<file path="config.mk">
export PLATFORM = sky130hd
export DESIGN_NAME = rc4_key_search_ctrl
export DESIGN_NICKNAME = d
export VERILOG_FILES = /design/src/rtl/rc4_key_search_ctrl.sv
export SDC_FILE = /design/constraint.sdc
export NUM_CORES = 1
export LEC_CHECK = 0
export CORE_ASPECT_RATIO = 0.5
export CORE_MARGIN = 2
export CORE_UTILIZATION = 42
export DETAILED_ROUTE_END_ITERATION = 16
export PLACE_DENSITY = 0.84
export SYNTH_ARGS = -nofsm -noshare
export SYNTH_HDL_FRONTEND = slang
export SYNTH_SLANG_ARGS = --single-unit
</file>
<file path="constraint.sdc">
create_clock -name clk -period 2.7 [get_ports clk]
set_input_delay 0.405 -clock clk [delete_from_list [all_inputs] [get_ports clk]]
set_output_delay 0.405 -clock clk [all_outputs]
set_load 0.05 [all_outputs]
</file>
<file path="src/rtl/rc4_key_search_ctrl.sv">
// rc4_key_search_ctrl: RC4 brute-force key search scheduler.
// For each candidate key this block runs S-init, then the KSA shuffle, then decryption.
// It owns the single S-memory port and screens decrypted bytes as they arrive.
module rc4_key_search_ctrl #(
  parameter int unsigned          KEY_WIDTH  = 24,
  parameter logic [KEY_WIDTH-1:0] KEY_LAST   = KEY_WIDTH'(24'h3F_FFFF),
  parameter int unsigned          MSG_DEP    = 32,
  parameter int unsigned          ADDR_WIDTH = 8
) (
  input  logic                  clk,
  input  logic                  reset_n,
  input  logic                  start,
  input  logic [KEY_WIDTH-1:0]  key_first,
  output logic [KEY_WIDTH-1:0]  key,
  output logic                  init_start,
  input  logic                  init_done,
  output logic                  shuf_start,
  input  logic                  shuf_done,
  output logic                  dec_start,
  output logic                  dec_abort,
  input  logic                  dec_done,
  input  logic                  dec_valid,
  input  logic [7:0]            dec_byte,
  input  logic [ADDR_WIDTH-1:0] init_addr,
  input  logic [7:0]            init_wdata,
  input  logic                  init_wren,
  input  logic [ADDR_WIDTH-1:0] shuf_addr,
  input  logic [7:0]            shuf_wdata,
  input  logic                  shuf_wren,
  input  logic [ADDR_WIDTH-1:0] dec_addr,
  input  logic [7:0]            dec_wdata,
  input  logic                  dec_wren,
  output logic [ADDR_WIDTH-1:0] s_addr,
  output logic [7:0]            s_wdata,
  output logic                  s_wren,
  output logic                  busy,
  output logic                  found,
  output logic                  exhausted
);

  // Counter saturates one past MSG_DEP so a chatty decryptor can never wrap back to a match.
  localparam int unsigned       CNT_W   = $clog2(MSG_DEP + 2);
  localparam logic [CNT_W-1:0]  CNT_SAT = CNT_W'(MSG_DEP + 1);
  localparam logic [CNT_W-1:0]  CNT_END = CNT_W'(MSG_DEP);

  typedef enum logic [3:0] {
    S_IDLE, S_INIT, S_INIT_WAIT, S_SHUF, S_SHUF_WAIT,
    S_DEC, S_DEC_WAIT, S_NEXT_KEY, S_FOUND, S_EXHAUSTED
  } state_t;

  state_t               state, state_d;
  logic [KEY_WIDTH-1:0] key_d;
  logic [CNT_W-1:0]     cnt, cnt_d, cnt_new;
  logic                 abort_d;
  logic                 byte_ok;

  // Printable screen: lowercase letters or space.
  assign byte_ok = ((dec_byte >= 8'h61) && (dec_byte <= 8'h7A)) || (dec_byte == 8'h20);

  // Byte count including any byte arriving this cycle.
  assign cnt_new = (dec_valid && (cnt != CNT_SAT)) ? cnt + CNT_W'(1) : cnt;

  // Next-state, key and counter logic.
  always_comb begin
    state_d = state;
    key_d   = key;
    cnt_d   = cnt;
    abort_d = 1'b0;
    case (state)
      S_IDLE, S_FOUND, S_EXHAUSTED: begin
        if (start) begin
          state_d = S_INIT;
          key_d   = key_first;
        end
      end
      S_INIT:      state_d = S_INIT_WAIT;
      S_INIT_WAIT: if (init_done) state_d = S_SHUF;
      S_SHUF:      state_d = S_SHUF_WAIT;
      S_SHUF_WAIT: if (shuf_done) state_d = S_DEC;
      S_DEC: begin
        cnt_d   = '0;
        state_d = S_DEC_WAIT;
      end
      S_DEC_WAIT: begin
        cnt_d = cnt_new;
        if (dec_valid && !byte_ok) begin
          state_d = S_NEXT_KEY;
          abort_d = 1'b1;
        end else if (dec_done) begin
          state_d = (cnt_new == CNT_END) ? S_FOUND : S_NEXT_KEY;
        end
      end
      S_NEXT_KEY: begin
        // Starting above KEY_LAST searches that single key only.
        if (key >= KEY_LAST) begin
          state_d = S_EXHAUSTED;
        end else begin
          key_d   = key + KEY_WIDTH'(1);
          state_d = S_INIT;
        end
      end
      default: state_d = S_IDLE;
    endcase
  end

  // State, key, counter and registered control outputs.
  always_ff @(posedge clk or negedge reset_n) begin
    if (!reset_n) begin
      state      <= S_IDLE;
      key        <= '0;
      cnt        <= '0;
      init_start <= 1'b0;
      shuf_start <= 1'b0;
      dec_start  <= 1'b0;
      dec_abort  <= 1'b0;
      busy       <= 1'b0;
      found      <= 1'b0;
      exhausted  <= 1'b0;
    end else begin
      state      <= state_d;
      key        <= key_d;
      cnt        <= cnt_d;
      init_start <= (state_d == S_INIT);
      shuf_start <= (state_d == S_SHUF);
      dec_start  <= (state_d == S_DEC);
      dec_abort  <= abort_d;
      busy       <= !((state_d == S_IDLE) || (state_d == S_FOUND) || (state_d == S_EXHAUSTED));
      found      <= (state_d == S_FOUND);
      exhausted  <= (state_d == S_EXHAUSTED);
    end
  end

  // S-memory port goes to whichever phase owns the current state; idle otherwise.
  always_comb begin
    s_addr  = '0;
    s_wdata = '0;
    s_wren  = 1'b0;
    case (state)
      S_INIT, S_INIT_WAIT: begin
        s_addr  = init_addr;
        s_wdata = init_wdata;
        s_wren  = init_wren;
      end
      S_SHUF, S_SHUF_WAIT: begin
        s_addr  = shuf_addr;
        s_wdata = shuf_wdata;
        s_wren  = shuf_wren;
      end
      S_DEC, S_DEC_WAIT: begin
        s_addr  = dec_addr;
        s_wdata = dec_wdata;
        s_wren  = dec_wren;
      end
      default: ;
    endcase
  end

endmodule

</file>
==> run summary, run 1 <==
Netlist Area Pre-Place -> 2965 sq um
async set or reset register ratio after synthesis -> 1.000
Mapped Avg Cell Area -> 8.377 sq um
ANT cells -> 0
Post-Place Cells -> 575
worst r2r src -> cnt[1]
CTS Root Cell -> clkbuf_16
FMAX -> 0.3830 GHz
Die ar. -> 7789 sq um
# port buffers -> 137
Filler cells -> 529
layout cells sized above 1 -> 0.1356
Synth cell types -> 57
first-pass GRT wire length -> 15760 um
Setup TNS -> 0 ns
GRT overflow -> 0
max-cap violations -> 0
Worst Max-Slew Pin Slew -> 0.9439 ns
synth warn -> 0
Post-Layout Cell Count -> 586
routed wire length -> 10110 um
via count -> 3400
Pre-antenna DRT Iters -> 5
clock buffer depth -> 2
max_slew headroom -> 0.3707
hold violation count in the final report -> 0
Critical Path Sink Type -> register
syn_nets -> 447
Post-route DRC -> 0
CTS tree -> yes
top cells by area, synth -> dfrtp_1 35%, a222oi_1 5.7%, a21oi_1 4.6%
capturing point of the worst reg2reg path -> key[16]
post-synth top area share -> 0.3460
gr usage total -> 0.2542
Clock Sinks -> 41
worst-skew pair later-pin latency -> 0.28 ns
largest net degree at the start of global routing -> 42
routed len/inst -> 17.25 um
Seq/Total Area, Yosys -> 0.3460
crit start category -> input port
r2r setup slk -> 0.27 ns
EDFF count, synth -> 0
Mapped Cells -> 354
DR iter-0 viols -> 371
clk slew on worst S/H paths -> 0.06 ns
Slew Limit Fails -> 0
leakage power -> 2.050 nW
cts bufs inserted -> 5
power per cell area -> 1379 nW/um^2
WP data required -> 2.89 ns
Worst Setup Path Type -> in -> reg
number of placement rows -> 21
largest area contributor in the netlist -> dfrtp_1
core area -> 6753 sq um
Final nets -> 586
CTS Hold Bufs -> 0
number of global-route vias before repair -> 3228
Min Clock Period, post-route -> 2.611 ns
die width -> 122.8 um
htree depth -> 2
post-route worst setup slack -> 0.08927 ns
Place WS -> -0.2182 ns
flops & latches, synth -> 41
maximum vdd drop -> 833.8 uV
initial antenna violation count -> 0
CP Max Fanout -> 5
die height -> 63.42 um
Layout Area Growth over Synthesis -> 63.76%
Top FF cell, synth -> dfrtp_1
status -> finished, final reports clean
Final ANT Viol Nets -> 0
post-place instance area -> 4599 sq um
Critical Path AT -> 2.80 ns
reg2reg path depth -> 9
hold slack -> 0.2651 ns
Starting Density -> 0.4391
drt via density -> 5.802
Final Cycle Share -> 0.9669
clk_skew -> 0.002964 ns
Hold WC Path Type -> in -> async
final instance area -> 4856 sq um
GP Congestion -> 0.8593
DP HPWL -> 7146 um
I/O pins -> 138
final setup violation count -> 0
## layout by cell type (no fill, tap or decap), drive strengths merged, types with 5 or more instances in the layout
cell type / n
and3: 7
nand2: 28
buf: 36
nand4: 5
nor3: 11
a222oi: 17
inv: 32
nand2b: 10
o32a: 5
nand3: 13
o22ai: 7
clkdlybuf4s50: 117
clkbuf: 8
a211oi: 8
nor2: 29
a221oi: 9
o21ai: 21
dfrtp: 41
a21oi: 28
## how the worst max path moves through the flow
stage	start	to	slack [ns]	depth (start not counted)
3_3_place_gp	dec_byte[4]	key[10]	-0.18	9
3_5_place_dp	dec_byte[4]	key[10]	-0.22	9
6_report	dec_byte[3]	key[16]	0.09	9
5_1_grt	dec_byte[3]	key[16]	-0.01	9
4_1_cts	state[0]	s_addr[7]	0.02	7
2_1_floorplan	key[0]	key[14]	0.14	9
## layout make-up
| class | instances | area, sq um | area share |
|---|---|---|---|
| clock inverters | 1 | 5.005 | 0.001031 |
| multi-input cells | 257 | 1720 | 0.3543 |
| flip-flops and latches | 41 | 1026 | 0.2113 |
| well taps | 92 | 115.1 | 0.02371 |
| clock buffers | 7 | 152.6 | 0.03144 |
| repair buffers | 156 | 1714 | 0.3530 |
| inverters | 32 | 122.6 | 0.02525 |
## synthesized netlist by cell type (3+ instances only)
| library cell | count |
|---|---|
| or3_1 | 3 |
| nor3b_1 | 3 |
| a21oi_1 | 27 |
| nand4_1 | 5 |
| and3_1 | 6 |
| o21ai_0 | 21 |
| o22ai_1 | 7 |
| dfrtp_1 | 41 |
| clkbuf_1 | 10 |
| nand2b_1 | 10 |
| nand2_1 | 28 |
| a211oi_1 | 8 |
| and4_1 | 4 |
| ha_1 | 3 |
| inv_1 | 31 |
| o31ai_1 | 4 |
| xnor2_1 | 3 |
| a31oi_1 | 4 |
| and2_1 | 4 |
| o32a_1 | 5 |
| a31o_2 | 3 |
| a222oi_1 | 17 |
| o21a_1 | 3 |
| buf_2 | 6 |
| nor3_1 | 11 |
| nand3_1 | 13 |
| a221oi_2 | 9 |
| nor2_1 | 29 |
## report_power, final
part           switching (mW)  internal (mW)
Combinational            2.84           2.04
Sequential              0.322          0.864
Clock                   0.239          0.391
Total                    3.40           3.29
## timing repair
| action | CTS | global route |
|---|---|---|
| resized for setup | 1 | 10 |
| cloned | 0 | 1 |
| setup buffers | 0 | 2 |
| endpoints found under the setup margin | 17 | 27 |
| hold endpoints to repair | 0 | 0 |
| pin swaps | 0 | 4 |
## routing by layer
metal / global-route usage / routed length (um) / up-vias
met1: 0.3243 / 4023 / 1615
met5: 0 / 0 / -
li1: - / - / 1613
met2: 0.4358 / 5080 / 156
met3: 0.06069 / 863 / 16
met4: 0.05747 / 140 / 0
## worst max-delay path, stage by stage
cell and delay [ns]:
clkdlybuf4s50_1 0.43, or4_4 0.49, or3_4 0.41, a21oi_4 0.15, nand2b_4 0.15, a41o_1 0.21
a21oi_4 0.10, buf_12 0.17, a221oi_4 0.27
## flip-flops by register name (all words and copies together) (netlist names)
register	count
key	24
dec_abort	1
cnt	6
dec_start	1
shuf_start	1
exhausted	1
state	4
found	1
busy	1
init_start	1
## metrics by stage
step	util	power, mW
global route	0.7191	7.039
global placement	0.6811	5.845
finish	0.7191	6.697
floorplan	-	4.063
CTS	0.7048	6.578
detailed placement	0.6811	5.921
## cells by family after synthesis
family          count (synthesis)  share of synthesized area
simple gates                  127                     0.2194
compound gates                122                     0.3135
buf+inv                        56                    0.09283
flops                          41                     0.3460
xor+xnor                        3                   0.008862
fa+ha+maj                       3                    0.01266
mux                             2                   0.006751
No activity file was read; power rests on OpenSTA's default activity.
==> run 2: changes to the inputs <==
--- a/config.mk
+++ b/config.mk
@@ -8,6 +8,7 @@
 export CORE_ASPECT_RATIO = 0.5
 export CORE_MARGIN = 2
 export CORE_UTILIZATION = 42
+export CTS_CLUSTER_DIAMETER = 50
 export DETAILED_ROUTE_END_ITERATION = 16
 export PLACE_DENSITY = 0.84
 export SYNTH_ARGS = -nofsm -noshare
==> results of run 2 <==
Same layout as run 1: the final DEF is identical, and so are final timing and power.
